[src/rtl/midi_voice_pkg.sv]
// Shared definitions for the MIDI voice allocator: FSM encoding, MIDI field widths, index sizing.
// Latency: n/a (package only).
// Backpressure: n/a (package only).
package midi_voice_pkg;

  localparam int MIDI_NOTE_BITS = 7;
  localparam int MIDI_VEL_BITS  = 7;

  typedef enum logic [1:0] {
    ST_IDLE   = 2'd0,
    ST_SCAN   = 2'd1,
    ST_APPLY  = 2'd2,
    ST_REGATE = 2'd3
  } voice_state_t;

  // Bits needed to index (and rank) n voices; never less than one.
  function automatic int idx_bits(input int n);
    return (n > 2) ? $clog2(n) : 1;
  endfunction

endpackage

[src/rtl/midi_voice_lru.sv]
// LRU rank tracker: rank 0 is most recently allocated, NUM_VOICES-1 is the steal candidate.
// Latency: ranks update on the edge where touch is high; oldest_idx is combinational from ranks.
// Backpressure: none; touch is honoured every cycle it is asserted.
module midi_voice_lru
  import midi_voice_pkg::*;
#(
  parameter int NUM_VOICES = 4,
  localparam int IW = idx_bits(NUM_VOICES)
) (
  input  logic                     clk,
  input  logic                     rst,
  input  logic                     touch,
  input  logic [IW-1:0]            touch_idx,
  output logic [NUM_VOICES*IW-1:0] ranks,
  output logic [IW-1:0]            oldest_idx
);

  logic [IW-1:0] rank_q [NUM_VOICES];
  logic [IW-1:0] touched_rank;

  assign touched_rank = rank_q[touch_idx];

  // Move the touched voice to rank 0 and age every voice that was younger than it.
  always_ff @(posedge clk) begin
    if (rst) begin
      for (int i = 0; i < NUM_VOICES; i++) begin
        rank_q[i] <= IW'(i);
      end
    end else if (touch) begin
      for (int i = 0; i < NUM_VOICES; i++) begin
        if (IW'(i) == touch_idx) begin
          rank_q[i] <= '0;
        end else if (rank_q[i] < touched_rank) begin
          rank_q[i] <= rank_q[i] + 1'b1;
        end
      end
    end
  end

  // Flatten ranks and locate the voice holding the highest rank.
  always_comb begin
    ranks      = '0;
    oldest_idx = '0;
    for (int i = 0; i < NUM_VOICES; i++) begin
      ranks[i*IW +: IW] = rank_q[i];
      if (rank_q[i] == IW'(NUM_VOICES - 1)) begin
        oldest_idx = IW'(i);
      end
    end
  end

endmodule

[src/rtl/midi_voice_allocator.sv]
// Polyphonic voice allocator: retrigger on match, else lowest free voice, else steal the oldest.
// Latency: accept t, SCAN t+1..t+N, APPLY t+N+1 (outputs visible), optional REGATE t+N+2.
// Backpressure: ev_ready only in IDLE; one event in flight, all_off aborts it and forces IDLE.
module midi_voice_allocator
  import midi_voice_pkg::*;
#(
  parameter int NUM_VOICES = 4
) (
  input  logic                                clk,
  input  logic                                rst,
  input  logic                                ev_valid,
  output logic                                ev_ready,
  input  logic                                ev_note_on,
  input  logic [MIDI_NOTE_BITS-1:0]           ev_note,
  input  logic [MIDI_VEL_BITS-1:0]            ev_vel,
  input  logic                                all_off,
  output logic [NUM_VOICES-1:0]               voice_gate,
  output logic [MIDI_NOTE_BITS*NUM_VOICES-1:0] voice_note,
  output logic [MIDI_VEL_BITS*NUM_VOICES-1:0]  voice_vel,
  output logic                                busy
);

  localparam int            IW       = idx_bits(NUM_VOICES);
  localparam logic [IW-1:0] LAST_IDX = IW'(NUM_VOICES - 1);

  voice_state_t state, state_nxt;

  // Latched event
  logic                      ev_on_r;
  logic [MIDI_NOTE_BITS-1:0] ev_note_r;
  logic [MIDI_VEL_BITS-1:0]  ev_vel_r;

  // Scan results accumulated over the SCAN cycles
  logic [IW-1:0]         scan_idx;
  logic                  match_found, free_found, oldest_found;
  logic [IW-1:0]         match_idx, free_idx, oldest_r;
  logic [NUM_VOICES-1:0] match_mask;
  logic                  regate_pend;
  logic [IW-1:0]         regate_idx;

  // Voice state
  logic [NUM_VOICES-1:0]     gate_q;
  logic [MIDI_NOTE_BITS-1:0] note_q [NUM_VOICES];
  logic [MIDI_VEL_BITS-1:0]  vel_q  [NUM_VOICES];

  logic [NUM_VOICES*IW-1:0] ranks;
  logic [IW-1:0]            oldest_idx;

  logic                  accept, scan_last, apply_now;
  logic                  cur_gate, cur_match, cur_oldest;
  logic                  fin_match_found, fin_free_found, fin_oldest_found;
  logic [IW-1:0]         fin_match_idx, fin_free_idx, fin_oldest_idx;
  logic [NUM_VOICES-1:0] fin_mask, cur_onehot;
  logic [IW-1:0]         tgt_idx;
  logic                  tgt_regate;

  assign accept    = ev_valid && ev_ready;
  assign scan_last = (state == ST_SCAN) && (scan_idx == LAST_IDX);
  assign apply_now = scan_last && !all_off;

  // One comparator walks the voices; the last SCAN cycle folds its result in directly.
  assign cur_gate   = gate_q[scan_idx];
  assign cur_match  = cur_gate && (note_q[scan_idx] == ev_note_r);
  assign cur_oldest = (ranks[scan_idx*IW +: IW] == LAST_IDX);
  assign cur_onehot = NUM_VOICES'(1) << scan_idx;

  assign fin_match_found  = match_found || cur_match;
  assign fin_match_idx    = match_found ? match_idx : scan_idx;
  assign fin_free_found   = free_found || !cur_gate;
  assign fin_free_idx     = free_found ? free_idx : scan_idx;
  assign fin_oldest_found = oldest_found || cur_oldest;
  assign fin_oldest_idx   = oldest_found ? oldest_r : scan_idx;
  assign fin_mask         = match_mask | (cur_match ? cur_onehot : '0);

  // Pick the target voice for a note-on: retrigger, then free, then steal.
  always_comb begin
    tgt_idx    = oldest_idx;
    tgt_regate = 1'b1;
    if (fin_match_found) begin
      tgt_idx = fin_match_idx;
    end else if (fin_free_found) begin
      tgt_idx    = fin_free_idx;
      tgt_regate = 1'b0;
    end else if (fin_oldest_found) begin
      tgt_idx = fin_oldest_idx;
    end
  end

  // State register.
  always_ff @(posedge clk) begin
    if (rst) state <= ST_IDLE;
    else     state <= state_nxt;
  end

  // Next-state logic; all_off overrides any transition.
  always_comb begin
    state_nxt = state;
    case (state)
      ST_IDLE:   if (accept) state_nxt = ST_SCAN;
      ST_SCAN:   if (scan_last) state_nxt = ST_APPLY;
      ST_APPLY:  state_nxt = regate_pend ? ST_REGATE : ST_IDLE;
      ST_REGATE: state_nxt = ST_IDLE;
      default:   state_nxt = ST_IDLE;
    endcase
    if (all_off) state_nxt = ST_IDLE;
  end

  // FSM outputs.
  always_comb begin
    ev_ready = (state == ST_IDLE) && !rst;
    busy     = (state != ST_IDLE);
  end

  // Latch the event on accept and accumulate scan results one voice per cycle.
  always_ff @(posedge clk) begin
    if (rst) begin
      ev_on_r      <= 1'b0;
      ev_note_r    <= '0;
      ev_vel_r     <= '0;
      scan_idx     <= '0;
      match_found  <= 1'b0;
      free_found   <= 1'b0;
      oldest_found <= 1'b0;
      match_idx    <= '0;
      free_idx     <= '0;
      oldest_r     <= '0;
      match_mask   <= '0;
      regate_pend  <= 1'b0;
      regate_idx   <= '0;
    end else begin
      if (accept && !all_off) begin
        ev_on_r      <= ev_note_on && (ev_vel != '0);
        ev_note_r    <= ev_note;
        ev_vel_r     <= ev_vel;
        scan_idx     <= '0;
        match_found  <= 1'b0;
        free_found   <= 1'b0;
        oldest_found <= 1'b0;
        match_mask   <= '0;
      end else if (state == ST_SCAN) begin
        scan_idx     <= scan_idx + 1'b1;
        match_found  <= fin_match_found;
        match_idx    <= fin_match_idx;
        free_found   <= fin_free_found;
        free_idx     <= fin_free_idx;
        oldest_found <= fin_oldest_found;
        oldest_r     <= fin_oldest_idx;
        match_mask   <= fin_mask;
      end
      if (scan_last) begin
        regate_pend <= ev_on_r && tgt_regate;
        regate_idx  <= tgt_idx;
      end
    end
  end

  // Voice gates, notes and velocities; notes/vels only change on a load so release keeps pitch.
  always_ff @(posedge clk) begin
    if (rst) begin
      gate_q <= '0;
      for (int i = 0; i < NUM_VOICES; i++) begin
        note_q[i] <= '0;
        vel_q[i]  <= '0;
      end
    end else if (all_off) begin
      gate_q <= '0;
    end else if (apply_now) begin
      if (ev_on_r) begin
        gate_q[tgt_idx] <= !tgt_regate;
        note_q[tgt_idx] <= ev_note_r;
        vel_q[tgt_idx]  <= ev_vel_r;
      end else begin
        gate_q <= gate_q & ~fin_mask;
      end
    end else if ((state == ST_APPLY) && regate_pend) begin
      gate_q[regate_idx] <= 1'b1;
    end
  end

  midi_voice_lru #(
    .NUM_VOICES (NUM_VOICES)
  ) u_lru (
    .clk        (clk),
    .rst        (rst),
    .touch      (apply_now && ev_on_r),
    .touch_idx  (tgt_idx),
    .ranks      (ranks),
    .oldest_idx (oldest_idx)
  );

  // Pack per-voice registers onto the output buses.
  always_comb begin
    voice_gate = gate_q;
    voice_note = '0;
    voice_vel  = '0;
    for (int i = 0; i < NUM_VOICES; i++) begin
      voice_note[i*MIDI_NOTE_BITS +: MIDI_NOTE_BITS] = note_q[i];
      voice_vel[i*MIDI_VEL_BITS +: MIDI_VEL_BITS]    = vel_q[i];
    end
  end

endmodule

[config.mk]
export PLATFORM = sky130hd
export DESIGN_NAME = midi_voice_allocator
export DESIGN_NICKNAME = d
export VERILOG_FILES = /design/src/rtl/midi_voice_pkg.sv /design/src/rtl/midi_voice_lru.sv /design/src/rtl/midi_voice_allocator.sv
export SDC_FILE = /design/constraint.sdc
export NUM_CORES = 1
export LEC_CHECK = 0
export BUFFER_PORTS_ARGS = -buffer_cell sky130_fd_sc_hd__buf_2
export CORE_MARGIN = 3
export CORE_UTILIZATION = 57
export CTS_CLUSTER_SIZE = 40
export DETAILED_ROUTE_END_ITERATION = 8
export HOLD_SLACK_MARGIN = 0.1
export PLACE_DENSITY_LB_ADDON = 0.08
export SETUP_SLACK_MARGIN = 0.5
export SLEW_MARGIN = 5
export SYNTH_ARGS = -nofsm -noshare
export SYNTH_HDL_FRONTEND = slang
export SYNTH_HIERARCHICAL = 1
export SYNTH_SLANG_ARGS = --single-unit
[constraint.sdc]
create_clock -name clk -period 11.1 [get_ports clk]
set_clock_uncertainty 0.15 [all_clocks]
set_input_delay 1.11 -clock clk [delete_from_list [all_inputs] [get_ports clk]]
set_output_delay 1.11 -clock clk [all_outputs]
set_load 0.01 [all_outputs]
==> results of run 1 <==
final timing paths:
path | end | cells past startpoint | startpoint | slack (ns)
setup / recovery | vel_q[2][1] | 8 | flop | 6.37
setup reg to reg | vel_q[2][1] | 8 | flop | 6.37
hold reg to reg | ev_vel_r[3] | 2 | ev_vel_r[3] | 0.32
hold / removal | ev_vel_r[3] | 2 | ev_vel_r[3] | 0.32
cell families after synthesis:
group	share of synthesized area, %
XOR/XNOR	1.56
multiplexers	5.36
buffers and inverters	4.89
AO/OA/AOI/OAI	12.5
flip-flops	54.4
adder cells (fa/ha/maj)	2.73
AND/OR/NAND/NOR	18.5
Yosys cell counts (all sizes together) (4+ instances only):
library cell,n,area [µm²]
nand3,4,20.0
or2,7,43.8
nand2,69,259
and2,4,25.0
a21oi,32,160
nand3b,6,45.0
inv,34,128
nor3b,5,37.5
mux2i,12,120
nor3,5,25.0
clkbuf,18,67.6
xnor2,6,52.6
mux4,5,113
dfxtp,41,821
edfxtp,64,1920
o311ai,4,35.0
nor2b,6,37.5
ha,11,138
o21ai,14,70.1
a31oi,8,50.1
nor2,71,267
o211ai,6,45.0
buf,9,51.3
nand2b,8,50.1
per-layer routing:
layer / track usage, % / up-vias / share of wire [%]
met4: 6.11 / 0 / 1.2
met1: 34.8 / 1940 / 44
met3: 7.44 / 14 / 7.9
li1: - / 1896 / -
met2: 39.0 / 157 / 47
met5: 0 / - / 0
sequential cells by signal, summed over array words and instances (netlist names), named ones only:
register and flops:
ev_note_r 7, ev_on_r 1, ev_vel_r 7, free_found 1, free_idx 2, match_found 1, match_idx 2, match_mask 4
note_q 28, oldest_found 1, oldest_r 2, regate_idx 2, regate_pend 1, scan_idx 2, state 2, u_lru/rank_q 8
vel_q 28, voice_gate 4
through the flow:
stage | total power, mW | cell area, µm²
finish | 0.710 | 5650
global route | 0.736 | 5650
CTS | 0.713 | 5650
detailed placement | 0.490 | 5470
global placement | 0.489 | 5470
floorplan | 0.469 | 5040
area by class of cell:
type	count	area (µm²)
Inverter	34	128
Sequential cell	105	2740
Tap cell	105	131
Fill cell	682	2730
Clock buffer	9	124
Clock inverter	7	61.3
Multi-Input combinational cell	336	2050
Timing Repair Buffer	82	415
report_power, final:
group	internal, mW	switching, mW
registers	0.422	0.00812
logic	0.0194	0.0326
clock network	0.0866	0.141
total	0.528	0.181
worst max-delay path: cells and delay by family (launching register included):
family	cells	cell delay, ns
AND/OR/NAND/NOR	3	0.97
flip-flops	1	0.74
AO/OA/AOI/OAI	3	1.89
XOR/XNOR	1	0.17
multiplexers	1	0.42
==> summary.txt, run 1 <==
Outcome
  – Status: completed

Die
  – Starting Density: 60.1%
  – Cell Rows: 33
  – I/O pins: 81
  – Full die area: 10,000 µm²
  – Die width: 100 µm
  – Die height: 100 µm
  – Core footprint: 8380 µm²

Timing
  – Crit share post-route: 42.6%
  – Fin crit period: 4.73 ns
  – Hold WS: 0.316 ns
  – Setup-failing EPs final: 0
  – Final hold vios: 0
  – Fmax: 212 MHz
  – RSZ-0062 raised after global routing: no
  – Final Slew Violations: 0
  – Fin worst setup slack: 6.37 ns
  – Max_slew headroom: 20.1%
  – Total negative slack: 0 ns
  – Worst-Margin Slew: 1.20 ns

Detailed routing
  – Wire length per cell: 18.3 µm
  – Vias per inst: 5.91
  – Via count: 4,007
  – # DRC: 0
  – Final WL: 12.4 mm
  – Routed Antenna Nets: 0
  – First drt pass iteration count: 5
  – Starting DRC count in detailed routing: 207

CTS
  – # resized after CTS: 0
  – Num CTS Buffers: 9
  – Clk_lat worst skew: 0.36 ns
  – Clk slew on worst S/H paths: 0.11 ns
  – Setup Buffers After CTS: 0
  – Hold buffer count at cts: 0
  – Clk sinks: 105
  – Clock tree buffer depth: 2
  – Root Driver: clkbuf_8
  – Number of H-tree levels: 3
  – CTS tree: done

Layout
  – Final Util: 67.4%
  – Ratio of cells with drive above 1 in the final layout: 20.2%
  – Area growth, synth to finish: 12.2%
  – Commonest cells after routing, fill and taps aside: buf_2 (80), nor2_1 (71), nand2_1 (69)
  – Ant diodes: 0
  – Most common cell after layout, fill and taps aside: buf_2
  – Layout Cells excl Fill: 678
  – Final net count: 598

Synthesis
  – Post-Syn Nets: 532
  – Distinct cell type count after synthesis: 63
  – Post-synthesis sequential area ratio: 54.4%
  – Synthesized instance count: 502
  – Post-synth EDFFs: 64
  – Syn Area/Cell: 10.0 µm²
  – Async SR Flop Fraction: 0%
  – Main flop type after synthesis: edfxtp_1
  – YS warnings: 6
  – Mapped cell area: 5040 µm²
  – Number of synthesized register bits: 105

GRT
  – Initial antenna violation count: 0
  – GRT Total Usage: 25.0%
  – Largest net degree at the start of global routing: 39
  – First-pass GRT wire length: 19.5 mm
  – Vias in the first global route: 3,852
  – Global route overflow: 0

Worst setup path
  – WP data arrival: 4.55 ns
  – Critical path required time: 10.93 ns
  – Critical Path Fanout Max: 16
  – Critical-path cell list: mux4_2 -> xnor2_1 -> nand4_1 -> a31o_1 -> or2_0 -> a221o_1 -> nand2b_1 -> o21bai_1
  – Crit. End Element: flop
  – Max incr delay on CP: 1.06 ns
  – Slowest cell on the critical path: o21bai_1
  – Worst setup path class: reg2reg
  – Critical Path Source Type: flop

Placed design
  – Hpwl dp: 8.81 mm
  – Port Buf Inserts: 80
  – Cells after DPL: 662
  – Routability Congestion: 0.910
  – Pre-CTS WS: 6.46 ns

Power and ir drop
  – Maximum VDD drop: 0.0895 mV
  – Power density cells: 126 nW/µm²
  – Leak: 2.25 nW

Worst hold path
  – Hold crit path type: reg2reg

Run
  – Max Cap Viol: 0
No activity file was read; power rests on OpenSTA's default activity.
==> inputs of run 2 (changes only) <==
ABC_AREA = 1   (was unset)
CORE_UTILIZATION = 51   (was 57)
clock period = 3.9 ns   (was 11.1 ns; I/O delays follow)
==> run 2 against run 1 <==
Compared with the run above: first-iteration DRC count increased by 49%; clock power increased to 3.1 times the previous value; routed wire length increased by 2.9%; cell count increased by 24%; via count increased by 8.6%; sequential power increased to 2.9 times the previous value; highest routed layer unchanged; non-clock buffer count increased by 11; critical endpoint is now u_lru/rank_q[3][1]; global-route usage decreased by 2.2 points; combinational power increased to 3.5 times the previous value.
==> summary.txt, run 2 <==
Synthesis
  – Post-synthesis sequential area ratio: 53.3% (-1.1 points)
  – Synthesized instance count: 612 (+22%)
  – Post-Syn Nets: 642 (+21%)
  – Top cell type by total area after synthesis: edfxtp_1
  – Distinct cell type count after synthesis: 32 (-49%)
  – YS warnings: 6 (unchanged)
  – Synth area leaders: edfxtp_1 (37%), dfxtp_1 (16%), nand2_1 (9.3%)
  – Async SR Flop Fraction: 0% (unchanged)
  – Number of synthesized register bits: 105 (unchanged)
  – Synth top area share: 37.3% (-0.80 points)
  – Cell with the most instances after synthesis: nand2_1
  – Syn Area/Cell: 8.41 µm² (-16%)
  – Main flop type after synthesis: edfxtp_1
  – Mapped cell area: 5150 µm² (+2.1%)
  – Post-synth EDFFs: 64 (unchanged)
  – Top post-synthesis cells by count: nand2_1 (127), inv_1 (74), nor2_1 (72)

Timing
  – Final Slew Violations: 0 (unchanged)
  – Fmax: 309 MHz (+46%)
  – Final hold vios: 0 (unchanged)
  – Max_slew headroom: 56.9% (+37 points)
  – Total negative slack: 0 ns (unchanged)
  – Crit share post-route: 82.9% (+40 points)
  – Fin crit period: 3.23 ns (-1.49 ns)
  – Hold WS: 0.113 ns (-0.202 ns)
  – Setup-failing EPs final: 0 (unchanged)
  – RSZ-0062 raised after global routing: no
  – Worst-Margin Slew: 0.646 ns (-0.550 ns)

Die
  – I/O pins: 81 (unchanged)
  – Core footprint: 9770 µm² (+17%)
  – Starting Density: 52.7% (-7.5 points)
  – Die width: 106 µm (+6.4%)
  – Die height: 106 µm (+6.4%)
  – Full die area: 11,300 µm² (+13%)
  – Cell Rows: 36 (+9.1%)

Power and ir drop
  – Leak: 2.50 nW (+11%)
  – Total power: 2.12 mW (+200%)
  – Power density cells: 354 nW/µm² (+180%)
  – Maximum VDD drop: 0.224 mV (+150%)

Detailed routing
  – Final WL: 12.8 mm (+2.9%)
  – First drt pass iteration count: 5 (unchanged)
  – Vias per inst: 5.18 (-12%)
  – # DRC: 0 (unchanged)
  – Routed Antenna Nets: 0 (unchanged)
  – Wire length per cell: 15.2 µm (-17%)
  – Starting DRC count in detailed routing: 308 (+49%)
  – Via count: 4,350 (+8.6%)

CTS
  – Clock tree buffer depth: 2 (unchanged)
  – Root Driver: clkbuf_8
  – Clk slew on worst S/H paths: 0.10 ns (about the same)
  – Clk sinks: 105 (unchanged)
  – Number of H-tree levels: 3 (unchanged)
  – CTS tree: done
  – Num CTS Buffers: 9 (unchanged)
  – Clk_lat worst skew: 0.38 ns (+0.02 ns)

Worst hold path
  – Hold crit path type: in2reg

GRT
  – Initial antenna violation count: 0 (unchanged)
  – Vias in the first global route: 4,106 (+6.6%)
  – Largest net degree at the start of global routing: 26 (-33%)
  – GRT Total Usage: 22.9% (-2.2 points)
  – First-pass GRT wire length: 20.3 mm (+4.0%)
  – Global route overflow: 0 (unchanged)

Worst setup path
  – Critical Path Fanout Max: 9 (-7)
  – Worst setup path class: reg2reg
  – Crit. End Element: flop
  – WP data arrival: 3.17 ns (-1.38 ns)
  – Critical path required time: 3.84 ns (-7.09 ns)
  – FF-to-FF setup slack: 0.67 ns (-5.71 ns)
  – Critical Path Source Type: flop

Placed design
  – Hpwl dp: 9.45 mm (+7.3%)
  – Routability Congestion: 0.950 (+4.4%)
  – Port Buf Inserts: 80 (unchanged)

Layout
  – Final net count: 731 (+22%)
  – Largest regs: note_q x28, vel_q x28, u_lru/rank_q x8
  – Commonest cells after routing, fill and taps aside: nand2_1 (127), buf_2 (80), inv_1 (74)
  – Most common cell after layout, fill and taps aside: nand2_1
  – Area growth, synth to finish: 16.2%
  – Ant diodes: 0 (unchanged)
  – Ratio of cells with drive above 1 in the final layout: 24.1% (+3.8 points)

Outcome
  – Status: completed

Run
  – Max Cap Viol: 0 (unchanged)
[run 2: area by class of cell]
type | count | area, µm²
fill | 868 | 3790
sequential | 105 | 2750
multi-input combinational | 406 | 2030
timing repair buffer | 93 | 500
inverter | 86 | 332
tap | 133 | 166
clock buffer | 10 | 128
clock inverter | 6 | 73.8
[run 2: final timing paths]
check                      from                  to  cells after the start
setup / recovery    scan_idx[0]  u_lru/rank_q[3][1]                     20
hold / removal       ev_note[5]        ev_note_r[5]                      3
setup reg to reg    scan_idx[0]  u_lru/rank_q[3][1]                     20
hold reg to reg   match_mask[3]       match_mask[3]                      2
[run 2: report_power, final]
group / switching, mW / internal (mW) / total [mW]
combinational: 0.118 / 0.0627 / 0.181
clock: 0.402 / 0.307 / 0.710
sequential: 0.0207 / 1.21 / 1.23
[run 2: stage by stage]
step	cell area (µm²)	std cells	util (%)	worst slack (ns)
finish	5980	839	61.2	0.666
global route	5980	839	61.2	0.439
CTS	5920	836	60.5	0.527
detailed placement	5700	819	58.3	0.305
global placement	5700	819	58.3	0.437
floorplan	5150	612	-	0.642
[run 2: cell families (layout without fill, tap and decap cells)]
kind of cell	after synthesis	count (layout)	share of synthesized area [%]
xor gates and xnor gates	1	1	0.170
DFF	105	105	53.3
and+or+nand+nor	313	313	27.9
adders and majority gates	11	11	2.67
AOI/OAI and AO/OA	81	81	8.09
buffers and inverters	101	195	7.85
[run 2: critical path, stage by stage, from the launching register on]
cell      delay, ns
dfxtp_2        0.40
inv_4          0.12
nand2_1        0.07
nand3_1        0.06
nand2_1        0.12
a21oi_1        0.18
nand2_1        0.12
nor2_4         0.11
nand2_4        0.10
nand2_4        0.11
nand2_2        0.07
nand2_4        0.12
inv_1          0.08
nor2_1         0.16
nand2_1        0.08
nand2_1        0.13
a21oi_4        0.06
ha_1           0.21
nor3_2         0.27
nand2_2        0.10
nand3b_1       0.12
[run 2: repair_timing]
action,CTS,global route
gates cloned,0,0
resized for setup,2,14
setup buffers,0,3
hold buffers,1,0
pin swaps,0,0
endpoints found under the setup margin,16,16
endpoints found under the hold margin,1,0
[run 2: routing by layer]
metal / vias up / share of wire, % / track usage (%)
li1: 2166 / - / -
met1: 2033 / 43 / 28.8
met2: 133 / 50 / 40.5
met3: 18 / 5.1 / 3.40
met4: 0 / 1.9 / 7.31
met5: - / 0 / 0
==> inputs of run 3 (changes only) <==
ABC_AREA = 0   (was 1)
CORE_UTILIZATION = 57   (was 51)
clock period = 3 ns   (was 3.9 ns; I/O delays follow)
==> run 3 against run 2 <==
Compared with the run above: the run now ends with negative setup slack left; routed wire length increased by 30%; first-iteration DRC count increased by 27%; clock-buffer cell count decreased by 1; cell count decreased by 4.3%; non-clock buffer count increased by 113; critical endpoint is now u_lru/rank_q[0][0]; largest cell class unchanged; highest routed layer unchanged.
==> summary.txt, run 3 (same netlist as run 1, synthesis figures left out) <==
Outcome
  – Status: finished, violations left
  – Failing checks: negative setup slack

GRT
  – Initial antenna violation count: 0 (unchanged)
  – GRT Total Usage: 29.6% (+6.7 points)
  – Vias in the first global route: 4,684 (+14%)
  – Largest net degree at the start of global routing: 31 (+19%)
  – Global route overflow: 0 (unchanged)
  – First-pass GRT wire length: 22.8 mm (+13%)

Layout
  – Register area: 2750 µm² (about the same)
  – Ratio of cells with drive above 1 in the final layout: 40.8% (+17 points)
  – Final net count: 723 (-1.1%)
  – Area growth, synth to finish: 43.0%
  – Commonest cells after routing, fill and taps aside: buf_4 (82), buf_2 (80), nand2_1 (68)
  – Final Util: 86.0% (+25 points)
  – Ant diodes: 0 (unchanged)
  – Fillers: 410 (-53%)
  – Multi-input logic area: 2420 µm² (+19%)
  – Most common cell after layout, fill and taps aside: buf_4
  – Largest regs: note_q x28, vel_q x28, u_lru/rank_q x8

CTS
  – Root Driver: clkbuf_8
  – Clock tree buffer depth: 2 (unchanged)
  – Clk slew on worst S/H paths: 0.12 ns (+0.02 ns)
  – CTS tree: done
  – Number of H-tree levels: 3 (unchanged)
  – Num CTS Buffers: 9 (unchanged)
  – Clk_lat worst skew: 0.38 ns (about the same)
  – Clk sinks: 105 (unchanged)

Worst setup path
  – Critical path required time: 2.95 ns (-0.89 ns)
  – FF-to-FF setup slack: -0.80 ns (-1.47 ns)
  – Worst setup path class: reg2reg
  – Critical Path Fanout Max: 4 (-5)
  – Critical Path Source Type: flop
  – Reg2reg path depth: 13 (-35%)
  – Worst R2R End: u_lru/rank_q[0][0]
  – Launch point of the worst reg-to-reg path: note_q[3][6]
  – WP data arrival: 3.75 ns (+0.58 ns)
  – Crit. End Element: flop
  – CP Launch Point: note_q[3][6]

Timing
  – Crit share post-route: 127% (+44 points)
  – Hold WS: 0.147 ns (+0.0335 ns)
  – RSZ-0062 raised after global routing: yes
  – Worst-Margin Slew: 0.702 ns (+0.0563 ns)
  – Final Slew Violations: 0 (unchanged)
  – Fmax: 263 MHz (-15%)
  – Final hold vios: 0 (unchanged)
  – Setup-failing EPs final: 119 (+119)
  – Fin worst setup slack: -0.799 ns (-1.47 ns)
  – Fin crit period: 3.80 ns (+0.565 ns)
  – Max_slew headroom: 52.6% (-4.3 points)
  – Total negative slack: -48.67 ns (-48.67 ns)

Die
  – Die width: 100 µm (-6.0%)
  – Starting Density: 60.1% (+7.5 points)
  – I/O pins: 81 (unchanged)
  – Core footprint: 8380 µm² (-14%)
  – Cell Rows: 33 (-8.3%)
  – Die height: 100 µm (-6.0%)
  – Full die area: 10,000 µm² (-12%)

Placed design
  – Pre-CTS WS: -0.793 ns (-1.10 ns)
  – Hpwl dp: 9.72 mm (+2.9%)
  – Port Buf Inserts: 80 (unchanged)
  – Routability Congestion: 0.886 (-6.8%)

Detailed routing
  – # DRC: 0 (unchanged)
  – Vias per inst: 6.04 (+16%)
  – First drt pass iteration count: 5 (unchanged)
  – Routed Antenna Nets: 0 (unchanged)
  – Via count: 4,848 (+11%)
  – Final WL: 16.6 mm (+30%)
  – Wire length per cell: 20.6 µm (+36%)
  – Starting DRC count in detailed routing: 391 (+27%)

Power and ir drop
  – Maximum VDD drop: 0.407 mV (+81%)
  – Total power: 2.80 mW (+32%)
  – Leak: 2.98 nW (+19%)
  – Power density cells: 389 nW/µm² (+9.8%)

Worst hold path
  – Min-Delay Endpoint: voice_gate[3]
  – WHS Path Cells: 3 (unchanged)
  – Worst Hold Launch: all_off
  – Hold crit path type: in2reg

Run
  – Max Cap Viol: 0 (unchanged)
==> run 3: timing repair <==
action	4_1_cts	5_1_grt
endpoints found under the hold margin	17	0
endpoints found under the setup margin	125	141
resized for setup	28	71
cloned	1	2
hold buffers	16	0
setup buffers	2	15
pin swaps	7	13
==> run 3: metrics by stage <==
stage	area, µm²	cells
2_1_floorplan	5130	502
3_3_place_gp	6240	751
3_5_place_dp	6240	751
4_1_cts	6760	786
5_1_grt	7210	803
6_report	7210	803
==> run 3: area by class of cell <==
type                            instances  share of cell area (%)
Sequential cell                       105                    38.1
Clock buffer                            9                    1.72
Multi-Input combinational cell        337                    33.6
Timing Repair Buffer                  206                    22.0
Tap cell                              105                    1.82
Inverter                               34                    1.87
Clock inverter                          7                   0.955
==> run 3: worst max path at each step <==
stage | slack [ns] | to
global placement | -0.71 | u_lru/rank_q[2][1]
floorplan | -0.84 | u_lru/rank_q[2][1]
CTS | -0.68 | u_lru/rank_q[3][0]
detailed placement | -0.79 | u_lru/rank_q[3][0]
finish | -0.80 | u_lru/rank_q[0][0]
global route | -0.85 | u_lru/rank_q[0][0]
==> run 3: worst max-delay path: stages, from the launching register on <==
cell      delay (ns)
edfxtp_1        0.44
mux4_2          0.54
xnor2_2         0.15
nand4_1         0.13
a31o_1          0.28
or2_1           0.26
buf_6           0.14
o311a_4         0.33
inv_4           0.08
mux4_2          0.22
clkinv_4        0.11
ha_4            0.17
or3b_4          0.39
o21ai_4         0.15
==> run 3: power by group <==
part	leakage [nW]	switching (mW)	internal, mW
Sequential	0.979	0.0258	1.56
Clock	0.0997	0.552	0.327
Combinational	1.90	0.174	0.162
Total	2.98	0.752	2.05
==> run 3: routing by layer <==
layer  part of all wire, %  vias up  GRT usage (%)
met5                     0        -              0
met3                   8.8       88           6.88
li1                      -     2159              -
met1                    36     2294           34.9
met4                   5.3        0           13.0
met2                    50      307           51.6
